$ cat src/rtl/mcpu_seq.sv
// Multi-cycle fetch/operand/execute sequencer for the mcpu core.
// RAM access uses a req/ack handshake and is guarded by a watchdog that traps into FAULT.
module mcpu_seq #(
   parameter int SKIP_OPL = 1,
   parameter int TIMEOUT  = 16,
   parameter int TO_W     = 5,
   parameter int CNT_W    = 32
) (
   input  logic             clk,
   input  logic             rst,
   input  logic             run,
   input  logic [7:0]       opc,
   input  logic             exe_mem,
   input  logic             exe_wr,
   input  logic             exe_hlt,
   input  logic [1:0]       exe_pcinc,
   input  logic             mem_ack,
   output logic [2:0]       st,
   output logic             mem_req,
   output logic             mem_we,
   output logic             opc_ld,
   output logic             opl_ld,
   output logic             exe_commit,
   output logic [1:0]       pcinc,
   output logic             halted,
   output logic             fault,
   output logic [CNT_W-1:0] instr_cnt
);

   typedef enum logic [2:0] {
      IDLE  = 3'd0,
      OPCFT = 3'd1,
      OPLFT = 3'd2,
      EXE   = 3'd3,
      HALT  = 3'd4,
      FAULT = 3'd5
   } state_t;

   localparam logic [TO_W-1:0] TO_LIM = TO_W'(TIMEOUT);
   localparam bit              WD_EN  = (TIMEOUT != 0);

   state_t          state, state_nxt;
   logic            run_q, start, skip, timeout;
   logic [TO_W-1:0] wd;
   logic            unused_opc;

   assign start      = run & ~run_q;
   assign skip       = (SKIP_OPL != 0) && (opc[1:0] == 2'b00);
   assign st         = state;
   assign unused_opc = ^opc[7:2];

   always_comb begin
      state_nxt  = state;
      mem_req    = 1'b0;
      mem_we     = 1'b0;
      opc_ld     = 1'b0;
      opl_ld     = 1'b0;
      exe_commit = 1'b0;
      pcinc      = 2'b00;
      timeout    = 1'b0;
      case (state)
         IDLE, HALT: if (start) state_nxt = OPCFT;
         OPCFT: begin
            mem_req = 1'b1;
            if (mem_ack) begin
               opc_ld    = 1'b1;
               pcinc     = 2'b01;
               state_nxt = OPLFT;
            end
         end
         OPLFT: begin
            if (skip) state_nxt = EXE;
            else begin
               mem_req = 1'b1;
               if (mem_ack) begin
                  opl_ld    = 1'b1;
                  pcinc     = opc[0] ? 2'b10 : (opc[1] ? 2'b11 : 2'b01);
                  state_nxt = EXE;
               end
            end
         end
         EXE: begin
            if (exe_hlt) begin
               exe_commit = 1'b1;
               state_nxt  = HALT;
            end else if (!exe_mem) begin
               exe_commit = 1'b1;
               pcinc      = exe_pcinc;
               state_nxt  = OPCFT;
            end else begin
               mem_req = 1'b1;
               mem_we  = exe_wr;
               if (mem_ack) begin
                  exe_commit = 1'b1;
                  pcinc      = exe_pcinc;
                  state_nxt  = OPCFT;
               end
            end
         end
         FAULT: ;
         default: state_nxt = IDLE;
      endcase
      // A pending request that has waited TIMEOUT cycles traps; strobes are already 0 without ack.
      timeout = WD_EN && mem_req && !mem_ack && (wd == TO_LIM);
      if (timeout) state_nxt = FAULT;
      halted = (state == HALT);
      fault  = (state == FAULT);
      // Reset dominates: nothing may commit or request in a reset cycle.
      if (rst) begin
         mem_req    = 1'b0;
         mem_we     = 1'b0;
         opc_ld     = 1'b0;
         opl_ld     = 1'b0;
         exe_commit = 1'b0;
         pcinc      = 2'b00;
         halted     = 1'b0;
         fault      = 1'b0;
      end
   end

   always_ff @(posedge clk) begin
      if (rst) begin
         state     <= IDLE;
         run_q     <= 1'b0;
         wd        <= '0;
         instr_cnt <= '0;
      end else begin
         state <= state_nxt;
         run_q <= run;
         if (!WD_EN || (state_nxt != state) || !mem_req || mem_ack) wd <= '0;
         else                                                       wd <= wd + TO_W'(1);
         if (exe_commit && (instr_cnt != '1)) instr_cnt <= instr_cnt + CNT_W'(1);
      end
   end

endmodule

$ cat config.mk
export PLATFORM = sky130hd
export DESIGN_NAME = mcpu_seq
export DESIGN_NICKNAME = d
export VERILOG_FILES = /design/src/rtl/mcpu_seq.sv
export SDC_FILE = /design/constraint.sdc
export NUM_CORES = 1
export LEC_CHECK = 0
export BUFFER_PORTS_ARGS = -buffer_cell sky130_fd_sc_hd__buf_2
export CAP_MARGIN = 20
export CORE_AREA = 2 2 62 88
export CTS_CLUSTER_SIZE = 8
export DETAILED_ROUTE_END_ITERATION = 8
export DIE_AREA = 0 0 64 90
export PLACE_DENSITY = 0.73
export SYNTH_ARGS = -nofsm -noshare
export SYNTH_HDL_FRONTEND = slang
export SYNTH_SLANG_ARGS = --single-unit
$ cat constraint.sdc
create_clock -name clk -period 2 [get_ports clk]
set_input_delay 0.4 -clock clk [delete_from_list [all_inputs] [get_ports clk]]
set_output_delay 0.4 -clock clk [all_outputs]
set_load 0.02 [all_outputs]
-- Yosys cells after proc, flatten, opt, wreduce, memory -nomap -nowiden
Index checks and enable logic that the tools add are counted.
W data, S select, Z words.
- input bits: 17
- register bits: 41
- output and inout port bits: 44
- logic and storage cells: 67
- reductions and logical operators: 11
- bitwise operators: 2
- add/subtract/negate cells: 2
- eq/ne operators: 8
- muxes and demuxes: 40
- operator list (operator ; number):
    $add A32 B1 Y32 const B ; 1
    $ne A32 B32 Y1 const B ; 1
    $mux W3 ; 8
    $mux W1 ; 21
    $mux W2 ; 8
    $pmux W3 S5 ; 1
    $eq A3 B2 Y1 const B ; 2
    $eq A3 B3 Y1 const B ; 2
    $pmux W2 S3 ; 1
    $add A5 B1 Y5 const B ; 1
    $eq A5 B5 Y1 const B ; 1
    $reduce_or A2 Y1 ; 2
    $eq A3 B1 Y1 const B ; 1
    $logic_and A1 B1 Y1 ; 3
    $logic_not A3 Y1 ; 1
    $ne A3 B3 Y1 ; 1
    $pmux W1 S3 ; 1
    $logic_not A1 Y1 ; 2
    $logic_not A2 Y1 ; 1
    $logic_or A1 B1 Y1 ; 2
    $and A1 B1 Y1 ; 1
    $not A1 Y1 ; 1

-- Depth between registers and ports, before layout
- word-level depth: 10
- depth in mapped cells: 7
- mapped depth without buffers: 6

-- Least setup slack after synthesis
No wires, ideal clock.
- kind: register to output
- start: reg state[1] (netlist: st[1])
- end: out pcinc[1]
- arrival: 1.630 ns
- data required time: 1.600 ns
- path slack: -0.030 ns
- stages on the path, launching flop included: 7
- path buffers: 1
- cell sequence: dfxtp_1 > clkbuf_1 > nor2b_1 > nand2_1 > nor3_1 > nand2_1 > a21oi_1
- word-level cells in the longest chain between the ends: 3
- elaborated cells between the ends (all ways): 5
- ends and longest elaborated chain (element ; RTL line ; RTL):
    from (decl) ; 42 ; state_t state, state_nxt;
    from (signal assigned) ; 128 ; state <= state_nxt;
    $eq A3 B2 Y1 / $eq A3 B1 Y1 (equally long branches) ; 61 ; case (state)
    $pmux W2 S3 (*) ; 61 ;
    $mux W2 (*) ; 109 ; if (rst) begin
    to (decl) ; 24 ; output logic [1:0] pcinc,
Mark *: on every way between the ends. The rest lies on a longest branch, timed or not.

-- Worst setup path after layout
- start: reg state[0] (netlist: st[0])
- end: out pcinc[1]
Same word-level chain as after synthesis.

==> metrics.yaml <==
path_clk_slew_ns: 0.07
root_buffer: "clkbuf_8"
rows: 31
status: "finished, final reports clean"
r2r_cells: 6
die_h_um: 90
maxCapViolCount: 0
async_flop_share_pct: 0
nets: 409
drc_errors: 0
cp_top_family: "flip-flops"
cts-buffers-inserted: 5
synth-main-ff-cell: "dfxtp_1"
critPathMaxStageDelay_ns: 0.35
die-area_um2: 5760
place.detailed.hpwl_um: 4694
synth-simple-area-share_pct: 34.38
drt_iter0_drc: 76
synth.area.mux_share_pct: 0.9382
io_pins: 61
place_ws_ns: -0.07898
r2r_slack_ns: 0.08
drive_gt1_share_pct: 39.49
fin_hold_ws_ns: 0.3372
hp-start: "run"
synth.avg_cell_area_um2: 8.097
ff_latch_area_um2: 829.5
cp_max_fo: 4
crit_slowest_cell: "dfxtp_2"
cp.required_ns: 1.60
cp-end-kind: "primary output"
synth_nets: 300
grt_max_degree: 23
globalplace.congestion: 0.8593
synthXorXnorAreaFrac_pct: 1.545
syn2layout_area_growth_pct: 44.15
crit_arrival_ns: 1.55
hold_violations: 0
layout.cells.most_common: "buf_4"
synth-edff-count: 0
cts_tree: "yes"
synth_top_area_share_pct: 36.20
yosysSeqAreaShare_pct: 36.20
crit_start: "st[0]$_SDFF_PP0_"
postRouteWirelength_um: 6396
grt_pass1_vias: 2463
worst_slew_pin_slew_ns: 0.4484
synth_top_cell_by_area: "dfxtp_1"
yosys_warnings: 0
setup_viol: 0
vias: 2552
powerDensity_nw_per_um2: 507.9
antenna_found_initial: 0
nFillCells: 428
max-slew-margin-rel_pct: 69.83
hold_path_class: "input port to flop"
rsz0062_at_grt: "yes"
grt_usage_pct: 22.63
synth.area.top_cells: "dfxtp_1, a21oi_1, or3_1, nand2_1, o31ai_1"
path_buf_inv: 2
synthCells: 280
worst_slack_ns: 0.04782
timing.final.crit_share_pct: 97.61
path_class: "flop to primary output"
path_cells: "o21bai_4 -> nor3b_4 -> nand2_2 -> buf_4 -> a21oi_2 -> buf_2"
synth_cell_types: 53
synth_top_family_by_area: "simple AND/OR/NAND/NOR gates"
vias_per_cell: 5.596
grt_pass1_wl_um: 10720
routedWlPerCell_um: 14.03
clk_latency_ns: 0.29
fin_crit_ns: 1.952
synth_compound_area_share_pct: 21.08
p_leak_nw: 1.364
antennaDiodeCount: 0
crit_cells: 6
dieWidth_um: 64
mappedNetlistArea_um2: 2267
r2r-end: "instr_cnt[5]$_SDFFE_PP0P_"
numClockSinks: 41
slew_viol_final: 0
dr.pass1.iters: 4
start_util_pct: 45.31
r2r_start: "instr_cnt[26]$_SDFFE_PP0P_"
port_buffers: 54
endpoint: "pcinc[1]"
grt_overflow_total: 0
ir_worst_vdd_mv: 0.4266
coreArea_um2: 5004
multi_input_area_um2: 1443
synth-seq-cells: 41
ant_nets: 0
fin_skew_ns: 0.008268
synth_fa_ha_area_share_pct: 1.656
fin_util_pct: 65.32
critPathLaunchType: "flop"
h-tree-depth: 2
layout_common_cells: "buf_4, buf_2, dfxtp_1"
clockBufferDepth: 2
fmax_mhz: 512.2
-- cells by family after synthesis --
family                   Yosys count
AND/OR/NAND/NOR                  130
AO/OA/AOI/OAI                     77
flip-flops                        41
buffers and inverters             23
XOR/XNOR                           4
adder cells (fa/ha/maj)            3
multiplexers                       2
-- where the power goes --
part           switching, W  leakage, nW  internal [W]  total (W)
combinational     0.0000826        0.973     0.0000640   0.000147
clock              0.000280       0.0585      0.000407   0.000687
sequential       0.00000576        0.333      0.000821   0.000826
-- per-layer routing --
| metal | up-vias | GRT usage, % | part of all wire (%) |
|---|---|---|---|
| met1 | 1201 | 24.41 | 40 |
| met2 | 64 | 42.62 | 54 |
| li1 | 1270 | - | - |
| met5 | - | 0 | 0 |
| met3 | 17 | 4.005 | 4.0 |
| met4 | 0 | 7.971 | 2.5 |
-- Yosys cell counts (2+ instances only) --
cell / count
a21oi_1: 29
clkbuf_1: 9
inv_1: 9
nor3_1: 11
xnor2_1: 2
a211oi_1: 2
buf_2: 4
or4_1: 9
or3_1: 17
nor3b_1: 5
or2_2: 3
nor2b_1: 4
xor2_1: 2
o21ai_0: 13
o211ai_1: 4
nand2b_1: 4
ha_1: 3
o311ai_0: 3
dfxtp_1: 41
nor4_1: 3
nand3_1: 11
nor2_1: 16
nand3b_1: 2
nand2_1: 23
nand4_2: 2
o21ai_1: 2
nand4_1: 6
o41ai_1: 2
a31oi_1: 6
and2_1: 2
o31ai_1: 9
-- worst min-delay path by stage --
stage	slack, ns	cells past startpoint	to
floorplan	0.46	1	wd[0]$_SDFF_PP0_
global placement	0.47	1	wd[0]$_SDFF_PP0_
detailed placement	0.48	1	wd[0]$_SDFF_PP0_
CTS	0.34	2	run_q$_SDFF_PP0_
global route	0.34	2	run_q$_SDFF_PP0_
finish	0.34	2	run_q$_SDFF_PP0_
-- flip-flops by register name, indices dropped and copies added (netlist names) --
signal and cells:
instr_cnt 32, wd 5, st 3, run_q 1
-- area by class of cell --
type	count	area share (%)
Multi-Input combinational cell	216	44.14
Sequential cell	41	25.38
Timing Repair Buffer	116	23.35
Clock buffer	7	2.642
Tap cell	66	2.527
Inverter	9	1.034
Clock inverter	1	0.9188
-- per-stage QoR --
step | instance area, µm² | TNS [ns] | total power (W) | std cells
2_1_floorplan | 2272 | 0 | 0.0009166 | 280
3_5_place_dp | 3007 | -0.2936 | 0.0009725 | 445
4_1_cts | 3158 | 0 | 0.001657 | 454
5_1_grt | 3268 | -0.4429 | 0.001725 | 456
6_report | 3268 | 0 | 0.001660 | 456
3_3_place_gp | 3007 | -0.1024 | 0.0009698 | 445
-- timing repair --
action	in CTS	in global routing
pin swaps	4	8
setup buffers	2	2
hold buffers	0	0
gates resized for setup	8	24
endpoints found under the setup margin	2	28
cloned	0	0
Power figures use the tool's default switching activity.
